### src/rtl/pulse_pkg.sv
// Shared types and helpers for the pulse-sequencing controller.
package pulse_pkg;

  localparam logic [1:0] ST_IDLE     = 2'd0;
  localparam logic [1:0] ST_HIGH     = 2'd1;
  localparam logic [1:0] ST_REPORT   = 2'd2;
  localparam logic [1:0] ST_WAIT_LOW = 2'd3;

  typedef enum logic [1:0] {
    IDLE     = ST_IDLE,
    HIGH     = ST_HIGH,
    REPORT   = ST_REPORT,
    WAIT_LOW = ST_WAIT_LOW
  } state_t;

  // Returns {out2, out1}: short pulses (len <= short_max) raise out1, all others out2.
  function automatic logic [1:0] pulse_class(input int unsigned len, input int unsigned short_max);
    logic is_short;
    is_short = (len <= short_max);
    return {~is_short, is_short};
  endfunction

endpackage

### src/rtl/sync_edge.sv
// Multi-stage synchroniser for an asynchronous input with rise/fall detection
// on the synchronised value.
module sync_edge #(
  parameter int SYNC_STAGES = 2
) (
  input  logic clk,
  input  logic rst_n,
  input  logic d,
  output logic s,
  output logic rise,
  output logic fall
);

  logic [SYNC_STAGES-1:0] sync_q;
  logic [SYNC_STAGES-1:0] sync_d;
  logic                   s_dly_q;
  logic                   s_dly_d;

  always_comb begin
    sync_d  = {sync_q[SYNC_STAGES-2:0], d};
    s_dly_d = sync_q[SYNC_STAGES-1];
  end

  always_ff @(posedge clk or negedge rst_n) begin
    if (!rst_n) begin
      sync_q  <= '0;
      s_dly_q <= 1'b0;
    end else begin
      sync_q  <= sync_d;
      s_dly_q <= s_dly_d;
    end
  end

  assign s    = sync_q[SYNC_STAGES-1];
  assign rise = s & ~s_dly_q;
  assign fall = ~s & s_dly_q;

endmodule

### src/rtl/pulse_seq_ctrl.sv
// Pulse-sequencing controller: measures synchronised inA high pulses, classifies
// them short/long and hands each event downstream over evt_valid/evt_ready.
//
// Handshake: evt_valid is high exactly while an event is pending; an event is
// consumed on a rising clk edge where evt_valid & evt_ready. evt_len/out1/out2
// are stable while evt_valid is high and return to 0 the cycle after consumption.
module pulse_seq_ctrl
  import pulse_pkg::*;
#(
  parameter int CNT_W       = 8,
  parameter int SHORT_MAX   = 4,
  parameter int TIMEOUT     = 200,
  parameter int SYNC_STAGES = 2
) (
  input  logic             clk,
  input  logic             rst_n,
  input  logic             inA,
  input  logic             enable,
  output logic             evt_valid,
  input  logic             evt_ready,
  output logic [CNT_W-1:0] evt_len,
  output logic             out1,
  output logic             out2,
  output logic             busy,
  output logic             drop,
  output logic [1:0]       state_dbg
);

  logic s, rise, fall;

  sync_edge #(.SYNC_STAGES(SYNC_STAGES)) u_sync (
    .clk  (clk),
    .rst_n(rst_n),
    .d    (inA),
    .s    (s),
    .rise (rise),
    .fall (fall)
  );

  state_t           state_q, state_d;
  logic [CNT_W-1:0] cnt_q, cnt_d;
  logic [CNT_W-1:0] len_q, len_d;
  logic             out1_q, out1_d;
  logic             out2_q, out2_d;
  logic             to_q, to_d;
  logic             drop_q, drop_d;
  logic [1:0]       cls;

  always_comb begin
    state_d = state_q;
    cnt_d   = cnt_q;
    len_d   = len_q;
    out1_d  = out1_q;
    out2_d  = out2_q;
    to_d    = to_q;
    drop_d  = drop_q;
    cls     = pulse_class(32'(cnt_q), SHORT_MAX);

    case (state_q)
      IDLE: begin
        if (enable && rise) begin
          state_d = HIGH;
          cnt_d   = CNT_W'(1);
        end
      end
      HIGH: begin
        // Disarming wins over a coincident fall or timeout.
        if (!enable) begin
          state_d = IDLE;
          cnt_d   = '0;
        end else if (fall) begin
          state_d          = REPORT;
          len_d            = cnt_q;
          {out2_d, out1_d} = cls;
          to_d             = 1'b0;
        end else if (cnt_q == CNT_W'(TIMEOUT)) begin
          state_d = REPORT;
          len_d   = CNT_W'(TIMEOUT);
          out1_d  = 1'b0;
          out2_d  = 1'b1;
          to_d    = 1'b1;
        end else begin
          cnt_d = cnt_q + 1'b1;
        end
      end
      REPORT: begin
        if (rise) drop_d = 1'b1;
        if (evt_ready) begin
          state_d = to_q ? WAIT_LOW : IDLE;
          cnt_d   = '0;
          len_d   = '0;
          out1_d  = 1'b0;
          out2_d  = 1'b0;
          to_d    = 1'b0;
        end
      end
      WAIT_LOW: begin
        if (!s) state_d = IDLE;
      end
      default: state_d = IDLE;
    endcase
  end

  always_ff @(posedge clk or negedge rst_n) begin
    if (!rst_n) begin
      state_q <= IDLE;
      cnt_q   <= '0;
      len_q   <= '0;
      out1_q  <= 1'b0;
      out2_q  <= 1'b0;
      to_q    <= 1'b0;
      drop_q  <= 1'b0;
    end else begin
      state_q <= state_d;
      cnt_q   <= cnt_d;
      len_q   <= len_d;
      out1_q  <= out1_d;
      out2_q  <= out2_d;
      to_q    <= to_d;
      drop_q  <= drop_d;
    end
  end

  assign evt_valid = (state_q == REPORT);
  assign evt_len   = len_q;
  assign out1      = out1_q;
  assign out2      = out2_q;
  assign busy      = (state_q != IDLE);
  assign drop      = drop_q;
  assign state_dbg = state_q;

endmodule

### config.mk
export PLATFORM = sky130hd
export DESIGN_NAME = pulse_seq_ctrl
export DESIGN_NICKNAME = d
export VERILOG_FILES = /design/src/rtl/pulse_pkg.sv /design/src/rtl/sync_edge.sv /design/src/rtl/pulse_seq_ctrl.sv
export SDC_FILE = /design/constraint.sdc
export NUM_CORES = 1
export LEC_CHECK = 0
export CORE_UTILIZATION = 25
export DETAILED_ROUTE_END_ITERATION = 7
export PLACE_DENSITY = 0.45
export SYNTH_ARGS = -nofsm -noshare
export SYNTH_HDL_FRONTEND = slang
export SYNTH_HIERARCHICAL = 1
export SYNTH_SLANG_ARGS = --single-unit
### constraint.sdc
create_clock -name clk -period 5.4 [get_ports clk]
set_input_delay 0.54 -clock clk [delete_from_list [all_inputs] [get_ports clk]]
set_output_delay 0.54 -clock clk [all_outputs]
set_load 0.1 [all_outputs]
---- Yosys cells after proc, flatten, opt, wreduce, memory -nomap -nowiden ----
Index checks and enable logic that the tools add are counted.
word-level totals
  register bits ........................... 25
  memory bits (read-only) ................. 0
  memories ................................ 0
  memory bits (writable) .................. 0
  input bits .............................. 5
  output and inout port bits .............. 15
  latch bits .............................. 0
  word-level logic and storage cells ...... 67
cells by class
  add/subtract/negate cells ............... 1
  shift-type cells ........................ 0
  multiplexer cells ....................... 30
  reductions and logical operators ........ 9
  equality and inequality tests ........... 12
  $mul .................................... 0
  bitwise operators ....................... 5
  magnitude comparators ................... 1
  divide/modulo/power cells ............... 0
operators with widths
  kind                                                 number
  two-way mux 8 bit                                    8
  one-hot mux 8 bit (3 select lines)                   1
  one-hot mux 8 bit (2 select lines)                   1
  two-way mux 2 bit                                    7
  two-way mux 1 bit                                    9
  != test 3 bit, second input constant                 3
  adder 8 x 1 -> 8 bit, second input constant          1
  equality test 8 bit, second input constant           1
  <= comparator 8 x 3 -> 1 bit, second input constant  1
  one-hot mux 2 bit (4 select lines)                   1
  AND reduction 4 bit                                  2
  != test 2 bit, second input constant                 3
  one-hot mux 1 bit (2 select lines)                   3
  AND reduction 5 bit                                  1
  equality test 2 bit, second input constant           2
  != test 4 bit, second input constant                 1
  nonzero test 2 bit                                   2
  NOT 1 bit                                            3
  nonzero test 3 bit                                   1
  AND 1 bit                                            2
  equality test 2 x 1 -> 1 bit, second input constant  1
  zero test 2 bit                                      1
  != test 2 x 1 -> 1 bit, second input constant        1
  AND reduction 2 bit                                  1
  logical AND 1 bit                                    1

---- Logic depth before layout (Yosys ltp) ----
  depth after elaboration ................. 5
  depth in mapped cells ................... 8
  gate-level depth less buffers ........... 6

---- Cells and area by module ----
Netlist, hierarchy kept.
modules (own cells, without submodules)
  module          instances  area each (um^2)  sequential area each (um^2)  cells an instance
  pulse_seq_ctrl  1          1377.6            550.5                        150
  sync_edge       1          90.1              75.1                         5

---- Least setup slack after synthesis ----
No wires, ideal clock.
  path type ............................... register to register
  start point ............................. register state_q[1], in the netlist state_dbg[1]
  end point ............................... register cnt_q[6]
  stages on the path, launching flop included .. 7
  clock period less this slack ............ 3.309 ns
  required time ........................... 5.296 ns
  slack ................................... 2.091 ns
  setup time .............................. 0.104 ns
  data arrival time ....................... 3.205 ns
  buffers on the path ..................... 1
  cells stage by stage .................... dfrtp_1 ha_1 nor3_1 a2111o_1 buf_6 or4_1 o311ai_1
between the ends
  word-level cells in the longest chain between the ends .. 3
  elaborated cells on any way between the ends .. 10
  those cells by class .................... eq/ne: 6; mux: 1; reduce/logical: 3
ends and longest elaborated chain
  element                                                                               RTL line               RTL
  start, declared                                                                       pulse_seq_ctrl.sv:40   state_t state_q, state_d;
  start signal, assigned                                                                pulse_seq_ctrl.sv:114  state_q <= state_d;
  equality test 2 bit *                                                                 -
  net evt_valid                                                                         pulse_seq_ctrl.sv:19   output logic evt_valid,
  != test 2 x 1 -> 1 bit (no source line) / nonzero test 3 bit (equally long branches)  -
  AND reduction 5 bit (no source line)                                                  -
  end signal, assigned                                                                  pulse_seq_ctrl.sv:115  cnt_q <= cnt_d;
  end, declared                                                                         pulse_seq_ctrl.sv:41   logic [CNT_W-1:0] cnt_q, cnt_d;
Mark *: on every way through the listed nets, which the timed path passes. The rest lies on a longest branch.
A chain may end at the register's enable or synchronous reset.

---- Final worst setup path ----
  start point ............................. register state_q[0], in the netlist state_dbg[0]
  end point ............................... output evt_valid
between the ends
  word-level cells in the longest chain between the ends .. 1
ends and longest elaborated chain
  element              RTL line               RTL
  equality test 2 bit  pulse_seq_ctrl.sv:124  assign evt_valid = (state_q == REPORT);
  end, declared        pulse_seq_ctrl.sv:19
Every way passes these cells.

==> metrics.txt <==
# TYPE chip_impl_metric gauge
chip_impl_info{name="final_common_cell",value="dfrtp_1"} 1
chip_impl_metric{name="detail_route.vias_per_cell",unit=""} 4.918
chip_impl_metric{name="clk-insertion-delay-late",unit="ns"} 0.28
chip_impl_metric{name="synth-edff-count",unit=""} 0
chip_impl_metric{name="drcViolationCount",unit=""} 0
chip_impl_metric{name="netlist-cell-type-count",unit=""} 46
chip_impl_metric{name="hold_viol_final",unit=""} 0
chip_impl_info{name="category_of_the_critical_setup_timing_path",value="flip-flop to output port"} 1
chip_impl_metric{name="power_density",unit="nW/um^2"} 595.2
chip_impl_metric{name="synthToLayoutAreaGrowth",unit="%"} 19.69
chip_impl_info{name="reg2reg_from",value="state_dbg[1]"} 1
chip_impl_info{name="critical_path.reg2reg.endpoint",value="cnt_q[6]"} 1
chip_impl_metric{name="fin_crit",unit="ns"} 3.069
chip_impl_metric{name="placed_cells_incl_taps",unit=""} 240
chip_impl_info{name="largest_family_of_logic_cells_by_synthesized_area",value="compound AO/OA/AOI/OAI gates"} 1
chip_impl_metric{name="rows",unit=""} 27
chip_impl_metric{name="final_layout_size_suffix_gt1_share",unit="%"} 6.395
chip_impl_metric{name="p_total",unit="mW"} 1.046
chip_impl_metric{name="top_level_ports",unit=""} 20
chip_impl_metric{name="synth.ff_latch_count",unit=""} 25
chip_impl_metric{name="synthesis.yosys.warnings",unit=""} 6
chip_impl_metric{name="worst_ir_drop_vdd",unit="mV"} 0.1997
chip_impl_metric{name="placeable_area",unit="sq um"} 5574
chip_impl_metric{name="crit_path_max_fanout",unit=""} 14
chip_impl_metric{name="place.detailed.hpwl",unit="um"} 2510
chip_impl_metric{name="met3WireLength",unit="um"} 95
chip_impl_metric{name="initial_core_util",unit="%"} 26.33
chip_impl_metric{name="grt_first_pass_wirelength",unit="um"} 5913
chip_impl_metric{name="syn-instance-count",unit=""} 155
chip_impl_metric{name="die_height",unit="um"} 78.62
chip_impl_info{name="mostFrequentLayoutCells",value="dfrtp_1, nand2_1, clkdlybuf4s50_1"} 1
chip_impl_info{name="hp-class",value="flip-flop to flip-flop"} 1
chip_impl_metric{name="ant_nets",unit=""} 0
chip_impl_metric{name="num_antenna_cells",unit=""} 0
chip_impl_metric{name="groute.usage.overall",unit="%"} 12.34
chip_impl_metric{name="transition_time_at_the_pin_with_the_least_slew_margin",unit="ns"} 0.9763
chip_impl_metric{name="finalSetupViolations",unit=""} 0
chip_impl_metric{name="achievable-frequency",unit="MHz"} 325.9
chip_impl_info{name="top_layer",value="met4"} 1
chip_impl_metric{name="drt-met1-wl",unit="um"} 1590
chip_impl_metric{name="dieWidth",unit="um"} 78.62
chip_impl_metric{name="synth-compound-area-share",unit="%"} 20.20
chip_impl_metric{name="synth_adder_area_share",unit="%"} 5.115
chip_impl_metric{name="max_slew_headroom_at_the_worst_pin",unit="%"} 34.71
chip_impl_info{name="setup.worst_path.end_class",value="output port"} 1
chip_impl_metric{name="drt-pass1-iter-count",unit=""} 4
chip_impl_metric{name="slew_violations",unit=""} 0
chip_impl_metric{name="post_cts.repair.setup_buffers",unit=""} 0
chip_impl_info{name="setup.worst_path.start_class",value="flip-flop"} 1
chip_impl_metric{name="synth-xor-area-share",unit="%"} 0
chip_impl_metric{name="area_share_of_the_leading_cell_type_in_the_synthesized_netlist",unit="%"} 42.63
chip_impl_info{name="timing.critical_path.to",value="evt_valid"} 1
chip_impl_metric{name="grt_max_degree",unit=""} 26
chip_impl_metric{name="antenna_found_initial",unit=""} 0
chip_impl_metric{name="wl_per_cell",unit="um"} 14.18
chip_impl_metric{name="post_synth.cell_area_avg",unit="sq um"} 9.469
chip_impl_info{name="cts_tree",value="done"} 1
chip_impl_metric{name="worst_slack_after_detailed_placement",unit="ns"} 2.656
chip_impl_metric{name="syn-num-nets",unit=""} 166
chip_impl_info{name="worstSetupStartpoint",value="state_dbg[0]"} 1
chip_impl_metric{name="critical_path_required",unit="ns"} 4.86
chip_impl_metric{name="filler_cell_count",unit=""} 597
chip_impl_metric{name="timing.critical_path.arrival",unit="ns"} 2.53
chip_impl_info{name="synth_top_cell_by_area",value="dfrtp_1"} 1
chip_impl_info{name="synth-main-ff-cell",value="dfrtp_1"} 1
chip_impl_metric{name="hold_buffers",unit=""} 0
chip_impl_metric{name="finClkSkew",unit="ns"} 0.01165
chip_impl_metric{name="detail_route.wirelength",unit="um"} 3461
chip_impl_metric{name="io_buffer_count",unit=""} 19
chip_impl_metric{name="clk_path_buf_depth",unit=""} 2
chip_impl_metric{name="detailedRoute.firstIterationViolations",unit=""} 57
chip_impl_metric{name="synth_simple_gate_area_share",unit="%"} 20.12
chip_impl_metric{name="gpl.final_weighted_congestion",unit=""} 0.7350
chip_impl_metric{name="timing.final.ws_setup",unit="ns"} 2.331
chip_impl_metric{name="detailroute.via_count",unit=""} 1200
chip_impl_metric{name="p_leak",unit="nW"} 0.7467
chip_impl_metric{name="tritoncts_buffer_count",unit=""} 3
chip_impl_metric{name="full_die_area",unit="sq um"} 6181
chip_impl_metric{name="route.met2.wl",unit="um"} 1702
chip_impl_metric{name="r2r_setup_slack",unit="ns"} 2.92
chip_impl_metric{name="register_to_register_path_depth",unit=""} 6
chip_impl_metric{name="cts_repair_resize_count",unit=""} 0
chip_impl_info{name="synth_area_leaders",value="dfrtp_1, nand2_1, ha_1, mux2i_1, inv_1"} 1
chip_impl_metric{name="fin_setup_tns",unit="ns"} 0
chip_impl_metric{name="clkTransAtPathRegs",unit="ns"} 0.10
chip_impl_info{name="rsz0062_at_grt",value="no"} 1
chip_impl_metric{name="grt.overflow.total",unit=""} 0
chip_impl_metric{name="synth.mux.area_fraction",unit="%"} 4.859
chip_impl_metric{name="final-instance-count-excl-fill",unit=""} 244
chip_impl_metric{name="final_nets",unit=""} 184
chip_impl_metric{name="synth_area",unit="sq um"} 1468
chip_impl_metric{name="ctsHtreeMaxLevel",unit=""} 1
chip_impl_metric{name="synth_async_sr_flop_share",unit="%"} 100.0
chip_impl_metric{name="ys_seq_area_share",unit="%"} 42.63
chip_impl_info{name="outcome",value="completed"} 1
chip_impl_info{name="clockRootBuffer",value="clkbuf_8"} 1
chip_impl_metric{name="post-route-period-util",unit="%"} 56.83
chip_impl_metric{name="vias_in_the_first_global_route",unit=""} 1234
chip_impl_metric{name="cts.sinks",unit=""} 25
chip_impl_metric{name="timing.max_cap.violations",unit=""} 0
## flip-flops by register name, indices dropped and copies added (netlist names)
register,count
drop,1
evt_len,8
state_dbg,2
out2,1
cnt_q,8
u_sync/s_dly_q,1
out1,1
u_sync/sync_q,2
to_q,1
## worst min path at each step
stage | startpoint | depth (start not counted) | to
final | u_sync/sync_q[0] | 0 | u_sync/sync_q[1]
after detailed placement | u_sync/sync_q[0] | 0 | u_sync/sync_q[1]
after CTS | u_sync/sync_q[0] | 0 | u_sync/sync_q[1]
after global placement | u_sync/sync_q[0] | 0 | u_sync/sync_q[1]
after floorplan | rst_n | 0 | cnt_q[0]
after global routing | u_sync/sync_q[0] | 0 | u_sync/sync_q[1]
## critical path, stage by stage, from the launching register on
cell and delay (ns):
dfrtp_1 0.43, inv_1 0.11, ha_1 0.48, clkdlybuf4s50_1 1.23
## layer usage
layer,global-route usage [%],vias up
met5,0,-
met4,6.111,0
met3,1.628,5
met2,21.04,25
met1,15.13,586
li1,-,584
## per-stage QoR
stage / instance area [sq um] / utilization, % / hold WS, ns
6_report: 1757 / 31.52 / 0.3623
5_1_grt: 1757 / 31.52 / 0.3761
4_1_cts: 1757 / 31.52 / 0.3622
3_5_place_dp: 1712 / 30.71 / 0.3402
3_3_place_gp: 1712 / 30.71 / 0.3472
2_1_floorplan: 1468 / - / 0.2444
## cell usage after synthesis (2+ instances only)
master	number
dfrtp_1	25
nand2_1	23
inv_1	16
nand3_1	8
a21oi_1	7
ha_1	6
mux2i_1	6
nor2b_1	5
o21ai_1	5
a21o_1	4
nor2_1	4
nand2b_1	3
and3_1	2
buf_1	2
buf_2	2
buf_6	2
nor3_1	2
nor4_1	2
o211ai_1	2
o311ai_1	2
o31a_1	2
## cells by family (layout without fill, tap and decap cells)
family | count (synthesis) | in the layout
AND/OR/NAND/NOR | 56 | 56
AO/OA/AOI/OAI | 38 | 38
flip-flops | 25 | 25
buffers and inverters | 23 | 40
multiplexers | 7 | 7
adder cells (fa/ha/maj) | 6 | 6
## cell type report
type                    instances  area, sq um  area share [%]
flip-flops and latches         25        625.6           35.61
multi-input cells             107        738.2           42.02
repair buffers                 20        197.7           11.25
clock buffers                   4        45.04           2.564
well taps                      72        90.09           5.128
inverters                      16        60.06           3.419
## where the power goes
part           switching [mW]  total (mW)  internal, mW
logic                   0.475       0.667         0.191
clock network          0.0642       0.117        0.0530
registers              0.0354       0.262         0.226
total                   0.575        1.05         0.471
No activity file was read; power rests on OpenSTA's default activity.
